--- src/rtl/logic_unit_pipe.sv ---
// logic_unit_pipe: lane-split bitwise/popcount stage with a stallable,
// valid-tracked register pipeline and per-lane zero flags.
//   op_mode 00: per-bit truth-table lookup, result[k] = op_lut[{A[k],B[k]}]
//   op_mode 01: adder result passed through untouched
//   op_mode 10: operand A passed through
//   op_mode 11: per-lane popcount of A, zero-extended to the lane width
// WORD_WIDTH must be a multiple of LANES, and PIPE_DEPTH must be at least 1.
module logic_unit_pipe #(
    parameter int WORD_WIDTH = 36,
    parameter int LANES      = 1,
    parameter int PIPE_DEPTH = 1
) (
    input  logic                  clock,
    input  logic                  reset_n,
    input  logic                  in_valid,
    input  logic                  stall,
    input  logic [1:0]            op_mode,
    input  logic [3:0]            op_lut,
    input  logic [WORD_WIDTH-1:0] A,
    input  logic [WORD_WIDTH-1:0] B,
    input  logic [WORD_WIDTH-1:0] result_add_sub,
    output logic                  out_valid,
    output logic [WORD_WIDTH-1:0] R,
    output logic [LANES-1:0]      zero_flags
);

    localparam int LANE_WIDTH = WORD_WIDTH / LANES;

    typedef enum logic [1:0] {
        MODE_LUT     = 2'b00,
        MODE_ADD_SUB = 2'b01,
        MODE_PASS_A  = 2'b10,
        MODE_POPCNT  = 2'b11
    } mode_t;

    logic [WORD_WIDTH-1:0] result;
    logic [LANES-1:0]      result_flags;
    logic [LANE_WIDTH-1:0] lane_count;

    logic [WORD_WIDTH-1:0] stage_data  [PIPE_DEPTH];
    logic [LANES-1:0]      stage_flags [PIPE_DEPTH];
    logic                  stage_valid [PIPE_DEPTH];

    // Combinational result selected by the operating mode.
    always_comb begin
        result     = '0;
        lane_count = '0;
        case (mode_t'(op_mode))
            MODE_LUT: begin
                for (int k = 0; k < WORD_WIDTH; k++) begin
                    result[k] = op_lut[{A[k], B[k]}];
                end
            end
            MODE_ADD_SUB: result = result_add_sub;
            MODE_PASS_A:  result = A;
            MODE_POPCNT: begin
                for (int i = 0; i < LANES; i++) begin
                    lane_count = '0;
                    for (int b = 0; b < LANE_WIDTH; b++) begin
                        lane_count = lane_count + LANE_WIDTH'(A[i*LANE_WIDTH + b]);
                    end
                    result[i*LANE_WIDTH +: LANE_WIDTH] = lane_count;
                end
            end
            default: result = '0;
        endcase
    end

    // Per-lane zero detection on the freshly computed result.
    always_comb begin
        result_flags = '0;
        for (int i = 0; i < LANES; i++) begin
            result_flags[i] = (result[i*LANE_WIDTH +: LANE_WIDTH] == '0);
        end
    end

    // Pipeline: valid bits always advance, data/flags load only behind a valid.
    always_ff @(posedge clock) begin
        if (!reset_n) begin
            for (int s = 0; s < PIPE_DEPTH; s++) begin
                stage_data[s]  <= '0;
                stage_flags[s] <= '0;
                stage_valid[s] <= 1'b0;
            end
        end else if (!stall) begin
            stage_valid[0] <= in_valid;
            if (in_valid) begin
                stage_data[0]  <= result;
                stage_flags[0] <= result_flags;
            end
            for (int s = 1; s < PIPE_DEPTH; s++) begin
                stage_valid[s] <= stage_valid[s-1];
                if (stage_valid[s-1]) begin
                    stage_data[s]  <= stage_data[s-1];
                    stage_flags[s] <= stage_flags[s-1];
                end
            end
        end
    end

    assign out_valid  = stage_valid[PIPE_DEPTH-1];
    assign R          = stage_data[PIPE_DEPTH-1];
    assign zero_flags = stage_flags[PIPE_DEPTH-1];

endmodule

--- config.mk ---
export PLATFORM = sky130hd
export DESIGN_NAME = logic_unit_pipe
export DESIGN_NICKNAME = d
export VERILOG_FILES = /design/src/rtl/logic_unit_pipe.sv
export SDC_FILE = /design/constraint.sdc
export NUM_CORES = 1
export LEC_CHECK = 0
export CORE_ASPECT_RATIO = 0.5
export CORE_MARGIN = 5
export CORE_UTILIZATION = 37
export CTS_CLUSTER_DIAMETER = 200
export DETAILED_ROUTE_END_ITERATION = 6
export HOLD_SLACK_MARGIN = 0.03
export PLACE_DENSITY = 0.79
export SLEW_MARGIN = 20
export SYNTH_ARGS = -nofsm -noshare
export SYNTH_HDL_FRONTEND = slang
export SYNTH_SLANG_ARGS = --single-unit
--- constraint.sdc ---
create_clock -name clock -period 8 [get_ports clock]
set_input_delay 1.6 -clock clock [delete_from_list [all_inputs] [get_ports clock]]
set_output_delay 1.6 -clock clock [all_outputs]
set_load 0.02 [all_outputs]
# After elaboration in Yosys (flattened, before gate mapping)
# Memory sizes are Yosys's and may differ from the RTL's.
# Cells that the tools add are included.
classes:
  bitwise: 0
  shift: 0
  mux: 87
  n_eq_ne: 3
  n_lt_le_gt_ge: 36
  reduce_logical: 5
  div: 0
  mul: 0
  addsub: 35
ops:
  columns: ["op", "count"]
  rows:
  - ["36-bit case mux with 4 select lines", 1]
  - ["2-bit by 3-bit < comparator with 1-bit output (second input constant)", 36]
  - ["1-bit binary-select mux with 2-bit select", 36]
  - ["1-bit 2-to-1 mux", 49]
  - ["35-bit by 1-bit adder with 36-bit output", 1]
  - ["36-bit zero test", 1]
  - ["36-bit 2-to-1 mux", 1]
  - ["36-bit OR reduction", 1]
  - ["34-bit by 1-bit adder with 35-bit output", 1]
  - ["33-bit by 1-bit adder with 34-bit output", 1]
  - ["32-bit by 1-bit adder with 33-bit output", 1]
  - ["31-bit by 1-bit adder with 32-bit output", 1]
  - ["30-bit by 1-bit adder with 31-bit output", 1]
  - ["29-bit by 1-bit adder with 30-bit output", 1]
  - ["28-bit by 1-bit adder with 29-bit output", 1]
  - ["27-bit by 1-bit adder with 28-bit output", 1]
  - ["26-bit by 1-bit adder with 27-bit output", 1]
  - ["25-bit by 1-bit adder with 26-bit output", 1]
  - ["24-bit by 1-bit adder with 25-bit output", 1]
  - ["23-bit by 1-bit adder with 24-bit output", 1]
  - ["22-bit by 1-bit adder with 23-bit output", 1]
  - ["21-bit by 1-bit adder with 22-bit output", 1]
  - ["20-bit by 1-bit adder with 21-bit output", 1]
  - ["19-bit by 1-bit adder with 20-bit output", 1]
  - ["other kinds (22)", 24]
word_totals:
  regBits: 0
  romBits: 0
  ramBits: 38
  inputBits: 118
  wordCells: 169
  output_inout_bits: 38
  latchBits: 0
  mem_count: 3
mem_list:
  columns: ["memory", "words", "word_bits", "read_ports", "rd_ports_with_merged_regs", "wr", "line", "source"]
  rows:
  - ["stage_data", 1, 36, 1, 0, 1, "40", "logic [WORD_WIDTH-1:0] stage_data [PIPE_DEPTH];"]
  - ["stage_flags", 1, 1, 1, 0, 1, "41", "logic [LANES-1:0] stage_flags [PIPE_DEPTH];"]
  - ["stage_valid", 1, 1, 1, 0, 1, "42", "logic stage_valid [PIPE_DEPTH];"]

# Depth between registers and ports, before layout
# Gate-level depths: netlist (run 1).
depth:
  depth_word: 38
  ltp_mapped: 19

# Worst setup path after synthesis (run 1)
# Ideal clock, no wire load.
synth_timing:
  kind: "input port to flip-flop"
  startpoint: "in A[11]"
  endpoint: "mem stage_flags[0], data pin"
  setup_ps: 256
  path_slack_ps: 1702
  path_buffers: 0
  t_required_ps: 7744
  t_arrival_ps: 6042
  cell_stages: 19
  path_cell_list: "inv_1 > fa_1 > inv_1 > fa_1 > inv_1 > fa_1 > fa_1 > fa_1 > fa_1 > inv_1 > ha_1 > inv_1 > fa_1 > nand2_1 > o21ai_0 > o2bb2ai_1 > o2111ai_1 > and4bb_1 > and4_1"
synth_via:
  elab_chain_len: 28
synth_lines:
  columns: ["item", "line", "source"]
  rows:
  - ["from (decl)", "19", "input logic [WORD_WIDTH-1:0] A,"]
  - ["11-bit by 1-bit adder with 12-bit output", "60", "lane_count = lane_count + LANE_WIDTH'(A[i*LANE_WIDTH + b]);"]
  - ["12-bit by 1-bit adder with 13-bit output", "60", null]
  - ["13-bit by 1-bit adder with 14-bit output", "60", null]
  - ["14-bit by 1-bit adder with 15-bit output", "60", null]
  - ["15-bit by 1-bit adder with 16-bit output", "60", null]
  - ["16-bit by 1-bit adder with 17-bit output", "60", null]
  - ["17-bit by 1-bit adder with 18-bit output", "60", null]
  - ["18-bit by 1-bit adder with 19-bit output", "60", null]
  - ["[... 12 more ...]", null, null]
  - ["31-bit by 1-bit adder with 32-bit output", "60", null]
  - ["32-bit by 1-bit adder with 33-bit output", "60", null]
  - ["33-bit by 1-bit adder with 34-bit output", "60", null]
  - ["34-bit by 1-bit adder with 35-bit output", "60", null]
  - ["35-bit by 1-bit adder with 36-bit output", "60", null]
  - ["36-bit case mux with 4 select lines *", "48", "case (mode_t'(op_mode))"]
  - ["36-bit zero test *", "73", "result_flags[i] = (result[i*LANE_WIDTH +: LANE_WIDTH] == '0);"]
  - ["1-bit 2-to-1 mux (no line) *", null, null]
  - ["to (decl)", "41", null]
# Mark *: on every way between the ends. The rest lies on a longest branch, timed or not. The select of a mux whose other input is x is not followed.

# Worst setup path after layout (run 1)
# Same ends and word-level chain as after synthesis.

==> flow_metrics.py, run 1 <==
metrics = {
    "clocking": {
        "clock_path_buffers": 2,
        "cts_resized": 0,
        "htreeDepth": 2,
        "cts_root_buf": "clkbuf_16",
        "cts.sinks": 38,
        "cts_buffers": 5,
        "cts_setup_buffers": 0,
        "cts_hold_buf": 0,
        "cts_tree": "done",
        "path_clk_slew_ns": 0.07,
    },
    "pwr": {
        "leakage_nw": 2.44,
        "report.power.total_mw": 1.34,
        "powerDensity_mw_per_mm2": 219,
        "ir_drop_v": 0.000201,
    },
    "route": {
        "wl_per_cell_um": 21.9,
        "drt_iter0_markers": 449,
        "num_vias": 4001,
        "drt_wl_total_mm": 15.8,
        "drc": 0,
        "firstDrtPassIters": 5,
        "viasPerCell": 5.56,
        "postRouteAntennaNets": 0,
    },
    "worst_setup_path": {
        "path_delay_family": "adder cells",
        "crit_type": "primary input to register",
        "crit_top_cell": "fa_1",
        "crit_cells": 20,
        "start_kind": "primary input",
        "critPathCaptureType": "register",
        "path_cells": "clkdlybuf4s50_1 -> inv_1 -> fa_1 -> inv_1 -> fa_1 -> inv_1 -> fa_1 -> fa_1 -> fa_1 -> fa_1 -> inv_1 -> ha_1 -> inv_1 -> fa_1 -> nand2b_1 -> a21oi_1 -> xnor2_1 -> o211ai_1 -> nor4_1 -> and4_1",
        "slowest_delay_ns": 0.61,
        "cp_max_fo": 4,
        "crit_arrival_ns": 7.16,
        "path_buf_inv": 6,
        "required_ns": 8.17,
        "cp_slowest_cell": "fa_1",
    },
    "die": {
        "coreArea_mm2": 0.0112,
        "die-width_um": 162,
        "rows": 27,
        "dieHeight_um": 86.2,
        "design.die.area_mm2": 0.0140,
        "initial_utilization_pct": 38.4,
        "boundaryPins": 156,
    },
    "sta": {
        "setup_tns_ns": 0,
        "final.period_utilization_pct": 87.3,
        "slew_violations": 0,
        "fmax_ghz": 0.143,
        "finalCriticalPeriod_ns": 6.99,
        "worst_pin_slew_ns": 0.741,
        "hold_violations": 0,
        "rsz0062_at_grt": "false",
        "hold_slack_ns": 2.01,
        "relSlewSlack_pct": 50.6,
        "fin_ws_ns": 1.01,
        "setup_viol": 0,
    },
    "layout": {
        "final_cell_mix": "clkdlybuf4s50_1 (151), nor2_1 (66), inv_1 (60)",
        "utilization_pct": 54.9,
        "area_delta_synth_final_pct": 42.9,
        "fillers": 967,
        "instances_no_fill": 719,
        "nets": 713,
        "drive_gt1_share_pct": 8.93,
        "n_antenna_cell": 0,
        "layout_commonest_cell": "clkdlybuf4s50_1",
        "final_design_area_no_fill_mm2": 0.00614,
    },
    "placement": {
        "post-place-ws_ns": 0.780,
        "gp_congestion": 0.929,
        "dpl_cell_area_mm2": 0.00596,
        "hpwl_mm": 12.6,
        "dpl.cell_count": 711,
        "numPortBuffers": 155,
    },
    "synthesis": {
        "synth.avg_cell_area_um2": 10.2,
        "yosysWarnings": 0,
        "ys.flop_type": "edfxtp_1",
        "syn-num-nets": 574,
        "ys_ff_latch": 38,
        "synth_edf_count": 38,
        "syn_inst": 420,
        "ys_seq_area_share_pct": 26.6,
        "synth.distinct_cells": 46,
        "netlist_area_mm2": 0.00429,
        "async_reset_ff_share_pct": 0,
    },
    "grt": {
        "grt_pass1_vias": 4034,
        "antenna_found_initial": 0,
        "grt.total_usage_pct": 22.3,
        "grt_max_degree": 55,
        "grt_pass1_wl_mm": 23.9,
        "gr-total-overflow": 0,
    },
    "worst_hold_path": {
        "hold_path_class": "primary input to register",
        "hold_depth": 2,
    },
    "job": {
        "max-cap-violations": 0,
    },
    "status": {
        "status": "finished clean",
    },
}
metal layers:
layer	track usage, %	part of all wire [%]	vias up
met5	0	0	-
met4	3.61	1.7	0
met3	6.60	10	24
met2	34.2	46	238
met1	32.0	42	1938
li1	-	-	1801
power breakdown:
group          total, mW  internal, mW  switching (mW)  leakage [nW]
Clock              0.265         0.179          0.0860        0.0940
Sequential         0.245         0.239         0.00600         0.387
Combinational      0.833         0.392           0.441          1.96
state kept, by name (all words and copies together) (netlist names):
signal       count
stage_valid      1
stage_flags      1
stage_data      36
synth_stat cells (2+ instances only):
| cell | count | area, um2 |
|---|---|---|
| nor3_1 | 7 | 35.0 |
| a211oi_1 | 5 | 37.5 |
| nand4_1 | 3 | 18.8 |
| buf_2 | 13 | 65.1 |
| inv_1 | 60 | 225 |
| edfxtp_1 | 38 | 1140 |
| xnor2_1 | 2 | 17.5 |
| buf_4 | 2 | 15.0 |
| nor4_1 | 11 | 68.8 |
| a31oi_1 | 2 | 12.5 |
| o21ai_0 | 7 | 35.0 |
| ha_1 | 8 | 100 |
| mux4_2 | 25 | 563 |
| fa_1 | 28 | 561 |
| a21oi_1 | 35 | 175 |
| nor2_1 | 66 | 248 |
| mux2i_1 | 33 | 330 |
| or4_1 | 2 | 15.0 |
| nand2b_1 | 7 | 43.8 |
| mux4_1 | 8 | 210 |
| nor4_2 | 3 | 37.5 |
| nand3_1 | 5 | 25.0 |
| nor2b_1 | 5 | 31.3 |
| nand2_1 | 8 | 30.0 |
| o2bb2ai_1 | 2 | 17.5 |
| and2_1 | 3 | 18.8 |
| clkbuf_1 | 13 | 48.8 |
layout make-up:
| class | count | area, um2 | share of cell area (%) |
|---|---|---|---|
| inverter | 60 | 225 | 3.67 |
| clock inverter | 3 | 68.8 | 1.12 |
| clock buffer | 5 | 125 | 2.04 |
| multi-input combinational | 293 | 2800 | 45.6 |
| timing repair buffer | 161 | 1580 | 25.7 |
| tap | 159 | 199 | 3.24 |
| sequential | 38 | 1140 | 18.6 |
cells by family (layout without fill, tap and decap cells):
| kind of cell | after synthesis | count (layout) | synth area share [%] |
|---|---|---|---|
| mux | 66 | 66 | 25.7 |
| flops | 38 | 38 | 26.6 |
| compound gates | 61 | 61 | 8.62 |
| buf+inv | 89 | 229 | 8.51 |
| fa+ha+maj | 36 | 36 | 15.4 |
| xor+xnor | 2 | 2 | 0.408 |
| simple gates | 128 | 128 | 14.8 |
final timing paths:
check | from | end | slack [ns]
worst max-delay path | A[11] | stage_flags[0] | 1.01
worst min-delay path | stall | stage_valid[0] | 2.01
Note: power is estimated with default switching activity, not from simulation.
==> run 2: changes to the inputs <==
Settings changed: CORE_ASPECT_RATIO 0.5 to 1.2.
==> run 2 against run 1 <==
  * Routed wire length shrank 5.0%
  * First-iteration DRC count shrank 10%
  * Sequential share of layout area grew 0.16 points
  * Non-clock buffer count shrank 1
  * Sequential power is essentially flat
  * Combinational power shrank 2%
  * Critical path depth shrank 2
  * Global-route usage shrank 0.64 points
  * Maximum frequency grew 2.4%
  * Cell area shrank 0.84%
  * Total power shrank 7.0%
  * Utilization shrank 1.8 points
  * Critical path type unchanged
  * Critical endpoint unchanged
  * Largest power group unchanged
==> flow_metrics.py, run 2 (same netlist as run 1, synthesis figures left out) <==
metrics = {
    "status": {
        "status": "finished clean",
    },
    "die": {
        "die-width_um": 108,
        "dieHeight_um": 128,
        "initial_utilization_pct": 37.5,
        "boundaryPins": 156,
        "rows": 43,
        "design.die.area_mm2": 0.0139,
        "coreArea_mm2": 0.0115,
    },
    "sta": {
        "relSlewSlack_pct": 50.6,
        "final.period_utilization_pct": 85.3,
        "finalCriticalPeriod_ns": 6.83,
        "fmax_ghz": 0.146,
        "hold_slack_ns": 2.03,
        "rsz0062_at_grt": "false",
        "setup_viol": 0,
        "setup_tns_ns": 0,
        "hold_violations": 0,
        "worst_pin_slew_ns": 0.741,
        "slew_violations": 0,
    },
    "clocking": {
        "path_clk_slew_ns": 0.05,
        "clock_path_buffers": 2,
        "htreeDepth": 2,
        "cts_tree": "done",
        "cts_root_buf": "clkbuf_16",
        "cts.sinks": 38,
        "cts_hold_buf": 0,
        "cts_resized": 0,
        "cts_buffers": 5,
        "cts_setup_buffers": 0,
    },
    "grt": {
        "grt_pass1_wl_mm": 22.7,
        "grt.total_usage_pct": 21.7,
        "grt_max_degree": 55,
        "antenna_found_initial": 0,
        "grt_pass1_vias": 3999,
        "gr-total-overflow": 0,
    },
    "layout": {
        "largest_registers": "stage_data x36, stage_flags x1, stage_valid x1",
        "final_cell_mix": "clkdlybuf4s50_1 (150), nor2_1 (66), inv_1 (60)",
        "n_antenna_cell": 0,
        "largest_register_ff_count": 36,
        "area_delta_synth_final_pct": 41.7,
        "layout_commonest_cell": "clkdlybuf4s50_1",
        "drive_gt1_share_pct": 8.59,
        "nets": 712,
        "top_register": "stage_data",
    },
    "route": {
        "postRouteAntennaNets": 0,
        "drc": 0,
        "firstDrtPassIters": 5,
        "viasPerCell": 5.53,
        "wl_per_cell_um": 20.9,
        "num_vias": 3956,
        "drt_wl_total_mm": 15.0,
        "drt_iter0_markers": 403,
    },
    "pwr": {
        "leakage_nw": 2.42,
        "powerDensity_mw_per_mm2": 205,
        "ir_drop_v": 0.000222,
    },
    "worst_setup_path": {
        "start_kind": "primary input",
        "critPathCaptureType": "register",
        "crit_end": "stage_flags[0]",
        "crit_path_start": "A[9]",
        "required_ns": 8.15,
        "crit_arrival_ns": 6.97,
        "cp_max_fo": 4,
        "crit_type": "primary input to register",
    },
    "placement": {
        "hpwl_mm": 12.0,
        "numPortBuffers": 155,
        "gp_congestion": 0.970,
    },
    "worst_hold_path": {
        "hold_path_class": "primary input to register",
    },
    "job": {
        "max-cap-violations": 0,
    },
}
-- run 2: cell types whose count changed in the layout (fill, tap and decap cells not counted) --
cell	previous run	this run
buf_4	6	4
bufinv_16	2	0
buf_16	0	1
buf_2	4	5
clkbuf_1	0	1
clkdlybuf4s50_1	151	150
clkinv_1	0	1
clkinv_2	0	1
clkinv_4	1	0
-- run 2: routing by layer --
layer  track usage [%]  share of wire [%]
met4              7.21                2.5
met3              3.17                6.4
met2              36.0                 51
met1              29.1                 40
met5                 0                  0
-- run 2: worst min-delay path by stage --
stage / from / to / cells past startpoint
after global placement: stall / stage_valid[0] / 2
after floorplan: stall / stage_valid[0] / 1
after global routing: stall / stage_valid[0] / 2
final: stall / stage_valid[0] / 2
after detailed placement: stall / stage_valid[0] / 2
after CTS: stall / stage_valid[0] / 2
-- run 2: final cells by class --
class                      count  area [um2]
tap                          157         196
clock inverter                 2        8.76
sequential                    38        1140
fill                        1049        5370
timing repair buffer         160        1580
inverter                      60         225
multi-input combinational    293        2800
clock buffer                   6         129
-- run 2: metrics by stage --
stage	cell area [um2]	util (%)	instances	total power, mW	setup slack, ns
2_1_floorplan	4290	-	420	0.836	1.70
3_3_place_gp	5940	51.8	707	1.04	0.971
3_5_place_dp	5940	51.8	707	1.06	0.901
4_1_cts	6080	53.0	715	1.25	1.19
5_1_grt	6090	53.1	716	1.37	0.972
6_report	6090	53.1	716	1.25	1.17
-- run 2: worst max-delay path: stages --
cell	delay, ns
clkdlybuf4s50_1	0.61
inv_1	0.10
fa_1	0.53
fa_1	0.45
fa_1	0.54
fa_1	0.44
fa_1	0.53
fa_1	0.41
inv_1	0.08
ha_1	0.16
inv_1	0.06
fa_1	0.37
nand2b_1	0.17
a21oi_1	0.16
xnor2_1	0.14
o211ai_1	0.13
nor4_1	0.28
and4_1	0.22
-- run 2: report_power, final --
| group | internal (mW) | switching, mW |
|---|---|---|
| Sequential | 0.239 | 0.00536 |
| Combinational | 0.390 | 0.430 |
| Clock | 0.114 | 0.0711 |
| Total | 0.742 | 0.506 |
==> run 3: changes to the inputs <==
Settings changed: GPL_TIMING_DRIVEN set to 0.
==> run 3 against run 2 <==
  * Hold slack worse by 0.015 ns
  * Total power up 5.3%
  * Worst setup slack worse by 0.22 ns
  * Sequential share of layout area down 0.45 points
  * Cell area up 2.5%
  * Final cell count up 3.4%
  * Maximum frequency down 3.1%
  * Utilization up 1.3 points
  * Critical path type unchanged
  * Largest cell class unchanged
==> flow_metrics.py, run 3 (same netlist as run 1, synthesis figures left out) <==
metrics = {
    "status": {
        "status": "finished clean",
    },
    "placement": {
        "numPortBuffers": 154,
        "hpwl_mm": 13.6,
        "dpl_cell_area_mm2": 0.00607,
        "gp_congestion": 0.940,
    },
    "sta": {
        "relSlewSlack_pct": 59.4,
        "setup_viol": 0,
        "finalCriticalPeriod_ns": 7.04,
        "setup_tns_ns": 0,
        "hold_violations": 0,
        "slew_violations": 0,
        "fmax_ghz": 0.142,
        "rsz0062_at_grt": "false",
        "final.period_utilization_pct": 88.0,
        "worst_pin_slew_ns": 0.609,
    },
    "layout": {
        "area_delta_synth_final_pct": 45.2,
        "nets": 736,
        "layout_commonest_cell": "clkdlybuf4s50_1",
        "largest_registers": "stage_data x36, stage_flags x1, stage_valid x1",
        "top_register": "stage_data",
        "final_cell_mix": "clkdlybuf4s50_1 (154), nor2_1 (66), inv_1 (60)",
        "n_antenna_cell": 0,
        "final_design_area_no_fill_mm2": 0.00624,
        "drive_gt1_share_pct": 9.61,
        "fillers": 978,
        "largest_register_ff_count": 36,
    },
    "grt": {
        "grt.total_usage_pct": 22.8,
        "grt_max_degree": 27,
        "grt_pass1_vias": 4227,
        "grt_pass1_wl_mm": 23.6,
        "antenna_found_initial": 0,
        "gr-total-overflow": 0,
    },
    "clocking": {
        "cts_hold_buf": 0,
        "cts_tree": "done",
        "cts_setup_buffers": 0,
        "clock_path_buffers": 2,
        "cts_resized": 0,
        "cts_root_buf": "clkbuf_16",
        "cts.sinks": 38,
        "htreeDepth": 2,
        "cts_buffers": 5,
        "path_clk_slew_ns": 0.05,
    },
    "worst_hold_path": {
        "hold_path_class": "primary input to register",
    },
    "die": {
        "die-width_um": 108,
        "coreArea_mm2": 0.0115,
        "design.die.area_mm2": 0.0139,
        "initial_utilization_pct": 37.5,
        "rows": 43,
        "boundaryPins": 156,
        "dieHeight_um": 128,
    },
    "route": {
        "drt_iter0_markers": 344,
        "drt_wl_total_mm": 15.8,
        "top_layer": "met4",
        "viasPerCell": 5.50,
        "num_vias": 4067,
        "drt-met1-wl_mm": 5.93,
        "wl_met3_mm": 1.19,
        "firstDrtPassIters": 7,
        "drc": 0,
        "postRouteAntennaNets": 0,
        "met2WireLength_mm": 8.20,
        "wl_per_cell_um": 21.4,
    },
    "worst_setup_path": {
        "critPathCaptureType": "register",
        "start_kind": "primary input",
        "required_ns": 8.15,
        "crit_arrival_ns": 7.19,
        "crit_type": "primary input to register",
        "cp_max_fo": 4,
    },
    "pwr": {
        "leakage_nw": 2.49,
        "switching_power_mw": 0.533,
        "p_sw_share_pct": 40.5,
        "seqPwrFrac_pct": 18.5,
        "combPwrFrac_pct": 64.7,
        "ir_drop_v": 0.000315,
        "power.internal_mw": 0.782,
        "clock_power_share_pct": 16.8,
        "powerDensity_mw_per_mm2": 211,
    },
    "job": {
        "max-cap-violations": 0,
    },
}
-- run 3: final timing paths --
kind              to   from  depth (start not counted)
min   stage_valid[0]  stall                          2
max   stage_flags[0]  A[11]                         20
-- run 3: power groups by stage --
stage	combinational [mW]	clock (mW)	sequential [mW]
after floorplan	0.564	0	0.272
after global placement	0.823	0	0.249
after detailed placement	0.847	0	0.248
after CTS	0.850	0.223	0.244
after global routing	0.953	0.231	0.245
final	0.850	0.221	0.243
-- run 3: critical path, cell delays in order --
cell	delay (ns)
clkdlybuf4s50_1	0.59
inv_1	0.10
fa_1	0.55
inv_1	0.05
fa_1	0.47
inv_1	0.05
fa_1	0.46
fa_1	0.49
fa_1	0.54
fa_1	0.41
inv_1	0.07
ha_1	0.16
inv_1	0.06
fa_1	0.38
nand2b_1	0.17
a21oi_1	0.16
xnor2_1	0.17
o211ai_1	0.15
nor4_1	0.31
and4_1	0.23
-- run 3: cell type report --
class / instances / area [um2] / area share, %
plain buffers: 29 / 140 / 2.25
well taps: 157 / 196 / 3.15
flip-flops and latches: 38 / 1140 / 18.3
multi-input cells: 293 / 2800 / 44.9
clock inverters: 3 / 40.0 / 0.642
clock buffers: 5 / 125 / 2.01
inverters: 60 / 225 / 3.61
repair buffers: 155 / 1570 / 25.2
-- run 3: layer usage --
metal / vias to the layer above / GRT usage, %
met4: 0 / 8.99
met1: 1972 / 28.0
li1: 1833 / -
met3: 32 / 3.32
met5: - / 0
met2: 230 / 40.3
-- run 3: per-stage QoR --
step / cells / setup WS (ns) / hold WS [ns] / power (mW) / util, %
after floorplan: 420 / 1.70 / 1.76 / 0.836 / -
after global placement: 731 / 0.747 / 2.22 / 1.07 / 52.6
after detailed placement: 732 / 0.713 / 2.31 / 1.09 / 53.0
after CTS: 740 / 0.990 / 2.01 / 1.32 / 54.4
after global routing: 740 / 0.705 / 2.04 / 1.43 / 54.4
final: 740 / 0.957 / 2.01 / 1.31 / 54.4
